[src/rtl/addr_trace_feeder_if.sv]
// Handshake bundle for addr_trace_feeder: trace-word load port and cache issue port.
// master = trace source / cache side, slave = the feeder.
interface addr_trace_feeder_if #(
  parameter int ADDR_W = 32
);
  logic              load_valid;
  logic [ADDR_W-1:0] load_addr;
  logic              load_ready;
  logic              addr_valid;
  logic [ADDR_W-1:0] address;
  logic              addr_ready;

  modport master (
    output load_valid, load_addr, addr_ready,
    input  load_ready, addr_valid, address
  );

  modport slave (
    input  load_valid, load_addr, addr_ready,
    output load_ready, addr_valid, address
  );
endinterface

[src/rtl/addr_trace_feeder.sv]
// Buffers a trace of addresses in a FIFO and issues a requested number of them to a cache.
// Define ADDR_TRACE_FEEDER_STATS_EN to add stall_cnt (RUN cycles spent with the FIFO empty).
module addr_trace_feeder #(
  parameter int ADDR_W = 32,
  parameter int DEPTH  = 16,
  parameter int CNT_W  = 20
) (
  input  logic                 clock,
  input  logic                 reset,
  addr_trace_feeder_if.slave   bus,
  input  logic                 start,
  input  logic [CNT_W-1:0]     trace_len,
  output logic [CNT_W-1:0]     count,
  output logic                 busy,
  output logic                 done
`ifdef ADDR_TRACE_FEEDER_STATS_EN
  ,
  output logic [CNT_W-1:0]     stall_cnt
`endif
);

  localparam int PTR_W = $clog2(DEPTH);

  if (DEPTH < 2 || (DEPTH & (DEPTH - 1)) != 0) begin : g_bad_depth
    $error("addr_trace_feeder: DEPTH must be a power of two and at least 2");
  end

  typedef enum logic [1:0] {
    IDLE = 2'd0,
    RUN  = 2'd1,
    DONE = 2'd2
  } state_t;

  state_t            state;
  logic [CNT_W-1:0]  len;
  logic [CNT_W-1:0]  count_inc;
  logic              start_acc;

  logic [ADDR_W-1:0] mem [DEPTH];
  logic [PTR_W:0]    wr_ptr;
  logic [PTR_W:0]    rd_ptr;
  logic              empty;
  logic              full;
  logic              push;
  logic              pop;

  // Pointers carry one extra wrap bit so equal indices can be told apart as full or empty.
  assign empty = (wr_ptr == rd_ptr);
  assign full  = (wr_ptr[PTR_W] != rd_ptr[PTR_W]) &&
                 (wr_ptr[PTR_W-1:0] == rd_ptr[PTR_W-1:0]);

  assign bus.load_ready = !full;
  assign bus.addr_valid = (state == RUN) && !empty;
  assign bus.address    = mem[rd_ptr[PTR_W-1:0]];

  // A full FIFO refuses loads even when a pop happens on the same edge.
  assign push      = bus.load_valid && !full;
  assign pop       = bus.addr_valid && bus.addr_ready;
  assign start_acc = start && (state != RUN);
  assign count_inc = count + CNT_W'(1);

  // NOTE: storage is not reset; emptiness is tracked by the pointers alone, so stale
  // contents are never visible and the array can map onto plain RAM.
  always_ff @(posedge clock) begin
    if (push) begin
      mem[wr_ptr[PTR_W-1:0]] <= bus.load_addr;
    end
  end

  // NOTE: every sequential block uses non-blocking assignments so all state
  // updates on an edge see the same pre-edge values.
  always_ff @(posedge clock) begin
    if (reset) begin
      wr_ptr <= '0;
      rd_ptr <= '0;
    end else begin
      if (push) wr_ptr <= wr_ptr + 1'b1;
      if (pop)  rd_ptr <= rd_ptr + 1'b1;
    end
  end

  always_ff @(posedge clock) begin
    if (reset) begin
      state <= IDLE;
      len   <= '0;
      count <= '0;
      busy  <= 1'b0;
      done  <= 1'b0;
    end else begin
      case (state)
        IDLE, DONE: begin
          if (start) begin
            len   <= trace_len;
            count <= '0;
            if (trace_len == '0) begin
              state <= DONE;
              busy  <= 1'b0;
              done  <= 1'b1;
            end else begin
              state <= RUN;
              busy  <= 1'b1;
              done  <= 1'b0;
            end
          end
        end
        RUN: begin
          if (pop) begin
            count <= count_inc;
            if (count_inc == len) begin
              state <= DONE;
              busy  <= 1'b0;
              done  <= 1'b1;
            end
          end
        end
        default: begin
          state <= IDLE;
          busy  <= 1'b0;
          done  <= 1'b0;
        end
      endcase
    end
  end

`ifdef ADDR_TRACE_FEEDER_STATS_EN
  always_ff @(posedge clock) begin
    if (reset) begin
      stall_cnt <= '0;
    end else if (start_acc) begin
      stall_cnt <= '0;
    end else if ((state == RUN) && empty && (stall_cnt != '1)) begin
      stall_cnt <= stall_cnt + CNT_W'(1);
    end
  end
`else
  logic unused_start_acc;
  assign unused_start_acc = start_acc;
`endif

endmodule

[src/flat_wrapper.sv]
// flat-port wrapper written by rule: the top's interface ports become plain ports
module addr_trace_feeder_flat 
#(
  parameter int ADDR_W = 32,
  parameter int DEPTH  = 16,
  parameter int CNT_W  = 20
)
  (clock, reset, start, trace_len, count, busy, done, bus_load_valid, bus_load_addr, bus_addr_ready, bus_load_ready, bus_addr_valid, bus_address);
  addr_trace_feeder_if #(.ADDR_W(ADDR_W)) bus_i ();
  input  logic clock;
  input  logic reset;
  input  logic start;
  input  logic [CNT_W-1:0] trace_len;
  output logic [CNT_W-1:0] count;
  output logic busy;
  output logic done;
  input wire logic [$bits(bus_i.load_valid)-1:0] bus_load_valid;
  input wire logic [$bits(bus_i.load_addr)-1:0] bus_load_addr;
  input wire logic [$bits(bus_i.addr_ready)-1:0] bus_addr_ready;
  output wire logic [$bits(bus_i.load_ready)-1:0] bus_load_ready;
  output wire logic [$bits(bus_i.addr_valid)-1:0] bus_addr_valid;
  output wire logic [$bits(bus_i.address)-1:0] bus_address;
  assign bus_i.load_valid = bus_load_valid;
  assign bus_i.load_addr = bus_load_addr;
  assign bus_i.addr_ready = bus_addr_ready;
  assign bus_load_ready = bus_i.load_ready;
  assign bus_addr_valid = bus_i.addr_valid;
  assign bus_address = bus_i.address;
  addr_trace_feeder #(.ADDR_W(ADDR_W), .DEPTH(DEPTH), .CNT_W(CNT_W)) u_core (.clock(clock), .reset(reset), .bus(bus_i), .start(start), .trace_len(trace_len), .count(count), .busy(busy), .done(done));
endmodule
[config.mk]
export PLATFORM = sky130hd
export DESIGN_NAME = addr_trace_feeder_flat
export DESIGN_NICKNAME = d
export VERILOG_FILES = /design/src/rtl/addr_trace_feeder_if.sv /design/src/rtl/addr_trace_feeder.sv /design/src/flat_wrapper.sv
export SDC_FILE = /design/constraint.sdc
export NUM_CORES = 1
export LEC_CHECK = 0
export CAP_MARGIN = 10
export CORE_MARGIN = 2
export CORE_UTILIZATION = 39
export CTS_CLUSTER_SIZE = 8
export DETAILED_ROUTE_END_ITERATION = 7
export PLACE_DENSITY_LB_ADDON = 0.15
export SLEW_MARGIN = 10
export SYNTH_ARGS = -nofsm -noshare
export SYNTH_HDL_FRONTEND = slang
export SYNTH_SLANG_ARGS = --single-unit
[constraint.sdc]
create_clock -name clock -period 4 [get_ports clock]
set_input_delay 0.8 -clock clock [delete_from_list [all_inputs] [get_ports clock]]
set_output_delay 0.8 -clock clock [all_outputs]
set_load 0.05 [all_outputs]
## Word-level counts from Yosys, hierarchy flattened

Memories as Yosys holds them, arrays and structs flattened. A register that Yosys moved wholly into a read port is not among the register bits.
Index checks and enable logic that the tools add are counted.

- Div/mod/pow operators: 0
- Reduce and logical (&&, ||, !) cells: 13
- Shift-type cells: 0
- Mux-type cells: 22
- Multiply operators: 0
- Add/subtract/negate cells: 3
- $lt $le $gt $ge: 0
- Bitwise logic cells: 0
- Equal/unequal tests: 9

Operator list:

| cell | number |
|---|---|
| $mux W20 | 2 |
| $pmux W20 S2 | 1 |
| $add A20 B1 Y20 const B | 1 |
| $eq A20 B20 Y1 | 1 |
| $logic_not A20 Y1 | 1 |
| $add A5 B1 Y5 const B | 2 |
| $mux W1 | 10 |
| $mux W2 | 4 |
| $mux W4 | 2 |
| $reduce_and A3 Y1 | 2 |
| $eq A5 B5 Y1 | 1 |
| $eq A4 B4 Y1 | 1 |
| $logic_and A1 B1 Y1 | 4 |
| $ne A2 B2 Y1 const B | 2 |
| $pmux W1 S2 | 2 |
| $pmux W2 S2 | 1 |
| $eq A2 B1 Y1 const B | 1 |
| $eq A2 B2 Y1 const B | 1 |
| $logic_not A1 Y1 | 2 |
| $logic_not A2 Y1 | 1 |
| $ne A2 B1 Y1 const B | 1 |
| $reduce_and A2 Y1 | 1 |
| $reduce_bool A2 Y1 | 1 |
| $reduce_or A2 Y1 | 1 |
| $ne A1 B1 Y1 | 1 |

- Output and inout bits: 56
- Bits in writable memories: 512
- Register bits: 54
- Bits in latches: 0
- Logic and storage cells: 55
- Memory bits (read-only): 0
- Input port bits: 57
- Memories kept: 1

Memory list:

| name | words | bits a word | read ports | clocked after Yosys merged registers in | wr ports | line | text |
|---|---|---|---|---|---|---|---|
| u_core.mem | 16 | 32 | 1 | 1 | 1 | addr_trace_feeder.sv:39 | `logic [ADDR_W-1:0] mem [DEPTH];` |

## Longest topological paths before layout

- Depth after elaboration: 6
- Gate-level depth with buffers: 8
- Depth with buffers taken out: 7

## Least setup slack after synthesis

Ideal clock, no wire load.

- Kind: input port to flip-flop
- From: in bus_load_valid
- To: mem u_core.mem[3][0] (enable)
- Data required time: 3.539 ns
- Cell stages on the path: 3
- Buffers on the path: 0
- Slack: 0.056 ns
- Data arrival time: 3.483 ns
- Setup time: 0.461 ns
- Path through: a21boi_2 nand2_1 nor3_1

- Longest elaborated chain between the ends: 3

RTL lines:

| what | line | text |
|---|---|---|
| from (decl) | flat_wrapper.sv:17 | `input wire logic [$bits(bus_i.load_valid)-1:0] bus_load_valid;` |
| $logic_and A1 B1 Y1 | addr_trace_feeder.sv:57 | `assign push = bus.load_valid && !full;` |
| $mux W1 | addr_trace_feeder.sv:65 | `if (push) begin` |
| $mux W1 (implied by the code) | addr_trace_feeder.sv:66 | `mem[wr_ptr[PTR_W-1:0]] <= bus.load_addr;` |
| to (decl) | addr_trace_feeder.sv:39 |  |

Every way passes these cells.

==> flow_summary.toml <==
[sta]
clock_skew_ps = 13.31
finalHoldViolations = 0
final.min_clock_period_ps = 3806
fin_ws_ps = 193.7
tightestPinTransition_ps = 1070
timing.final.crit_share_pct = 95.16
clock.fmax_mhz = 262.7
max-slew-margin-rel_pct = 28.66
whs_ps = 465.3
rsz0062_at_grt = "false"
finalSetupViolCount = 0
finalMaxSlewViolations = 0
tns_ps = 0

[placement]
hpwl_um = 29640
place_inst = 1982
port_buffers = 112
dp_slack_ps = 565.4
gp_congestion = 0.7669
placed_cell_area_um2 = 24900

[route]
wl_um = 51870
drt_iter0_drc = 877
vias = 11260
post_drt_wl_per_cell_um = 24.94
drc = 0
vias_per_cell = 5.412
postRouteAntennaNets = 0
drt-pass1-iter-count = 5

[finish]
fin_cells = 2080
mostFrequentLayoutCells = "edfxtp_1, mux4_2, clkbuf_16, clkdlybuf4s50_1, nand2_1"
layout.nets = 1371
utilization_pct = 47.78
drive_above_1_share_pct = 27.34
design_area_um2 = 27040
area_delta_synth_final_pct = 20.69
final_common_cell = "edfxtp_1"
num_antenna_cells = 0

[synthesis]
synth_cell_type_count = 60
synth_top_family_by_area = "multiplexers"
synthXorXnorAreaFrac_pct = 1.524
synth_fp_nets = 1185
ys_seq_area_share_pct = 73.62
ys_warn_count = 0
synthAdderAreaFrac_pct = 0.3350
ys_async_sr_fraction_pct = 0
synth-seq-cells = 568
syn-cell-area_um2 = 22410
syn_area_per_cell_um2 = 19.97
synth_compound_area_share_pct = 2.301
postSynthCellCount = 1122
synthMuxAreaShare_pct = 16.22
synthFlopType = "edfxtp_1"
synth-edff-count = 512
yosys.area_share.simple_pct = 4.713

[global_routing]
antenna_found_initial = 2
overflow = 0
track_usage_pct = 17.80
grt_pass1_wl_um = 77720
grt_pass1_vias = 11850
grt_max_degree = 55

[pwr]
power.leakage_nw = 8.371
irDropWorstVdd_mv = 0.3065
power_mw = 13.28
cellPowerDensity_nw_per_um2 = 490.9

[clock_network]
cts_max_level = 3
cts.sinks = 568
cts_buffers = 80
holdBufCountCts = 0
clock_path_buffers = 3
clk_latency_ps = 600
clk_pin_slew_ps = 50
cts_tree = "done"
cts_root_buf = "clkbuf_16"

[hold_path]
hp-class = "register to register"

[floorplan]
start_util_pct = 39.59
die_h_um = 243.7
core_area_um2 = 56600
io-pin-count = 113
die_x_um = 243.7
num_rows = 87
fp.dieArea_um2 = 59390

[flow_run]
cap_violations = 0

[setup_path]
cp_cell_sequence = "buf_4 -> mux4_2 -> mux4_2 -> clkdlybuf4s50_1"
critPathLaunchType = "register"
critPathRequiredTime_ps = 3200
critPathCaptureType = "output port"
cp_top_family = "buffers and inverters"
path_buf_inv = 2
crit_top_cell = "mux4_2"
max_stage_delay_ps = 730
cp_max_fo = 20
cpMaxStageDelayCell = "clkdlybuf4s50_1"
cp.arrival_ps = 3010
path_class = "register to output port"

[outcome]
status = "completed"
worst register-to-register path, stage by stage (launching register included):
cell	delay [ps]
dfxtp_1	630
xor2_1	290
nor4_4	90
a21boi_2	410
nand2_1	340
nor2_4	520
buf_12	260
Yosys cell counts, types with 10 or more instances:
cell type,number,area share (%)
buf_2,22,0.49
clkbuf_1,31,0.52
a21oi_1,42,0.94
nor2_1,43,0.72
nor4_1,10,0.28
xor2_1,16,0.63
dfxtp_1,56,5.0
o21ai_0,18,0.40
xnor2_1,23,0.90
edfxtp_1,512,69
mux4_2,160,16
nand2_1,61,1.0
sequential cells by signal, indices dropped and copies added, names as in the netlist, named ones only:
register,flops
u_core.mem,512
u_core.count,20
u_core.len,20
u_core.rd_ptr,5
u_core.wr_ptr,5
u_core.done,1
u_core.state,1
per-layer routing:
metal  vias to the layer above  part of all wire, %  track usage, %
li1                       4950                    -               -
met1                      5976                   46           25.15
met2                       243                   47           27.87
met3                        83                  4.7           4.076
met4                         4                  2.0           4.842
met5                         -                0.052               0
area by class of cell:
class	instances	area (um2)
clock buffer	95	2122
clock inverter	3	26.28
fill	4763	29560
inverter	6	22.52
multi-input combinational	488	5724
sequential	568	16510
tap	756	945.9
timing repair buffer	164	1697
cell families (layout without fill, tap and decap cells):
group,Yosys count,after routing
simple gates,192,192
mux,163,163
flops,568,568
fa+ha+maj,6,6
xor+xnor,39,39
buf+inv,66,268
compound gates,88,88
path summary, 6_finish.rpt:
| path | startpoint | end | slack, ps | cells past startpoint |
|---|---|---|---|---|
| setup / recovery | register | bus_address[29] | 190 | 4 |
| hold reg to reg | u_core.len[7]$_SDFFE_PP0P_ | u_core.len[7]$_SDFFE_PP0P_ | 470 | 2 |
| setup reg to reg | u_core.wr_ptr[2]$_SDFFE_PP0P_ | u_core.mem[13][31]$_DFFE_PP_ | 1120 | 6 |
| hold / removal | u_core.len[7]$_SDFFE_PP0P_ | u_core.len[7]$_SDFFE_PP0P_ | 470 | 2 |
report_power, final:
group	leakage, nW	internal [mW]	switching [mW]
Combinational	2.24	0.282	0.428
Clock	1.05	3.66	2.31
Sequential	5.08	6.56	0.0343
repair_timing:
item	in CTS	in global routing
gates cloned	0	0
gates resized for setup	9	1
setup buffers	0	0
setup endpoints to repair	12	6
Power figures use the tool's default switching activity.
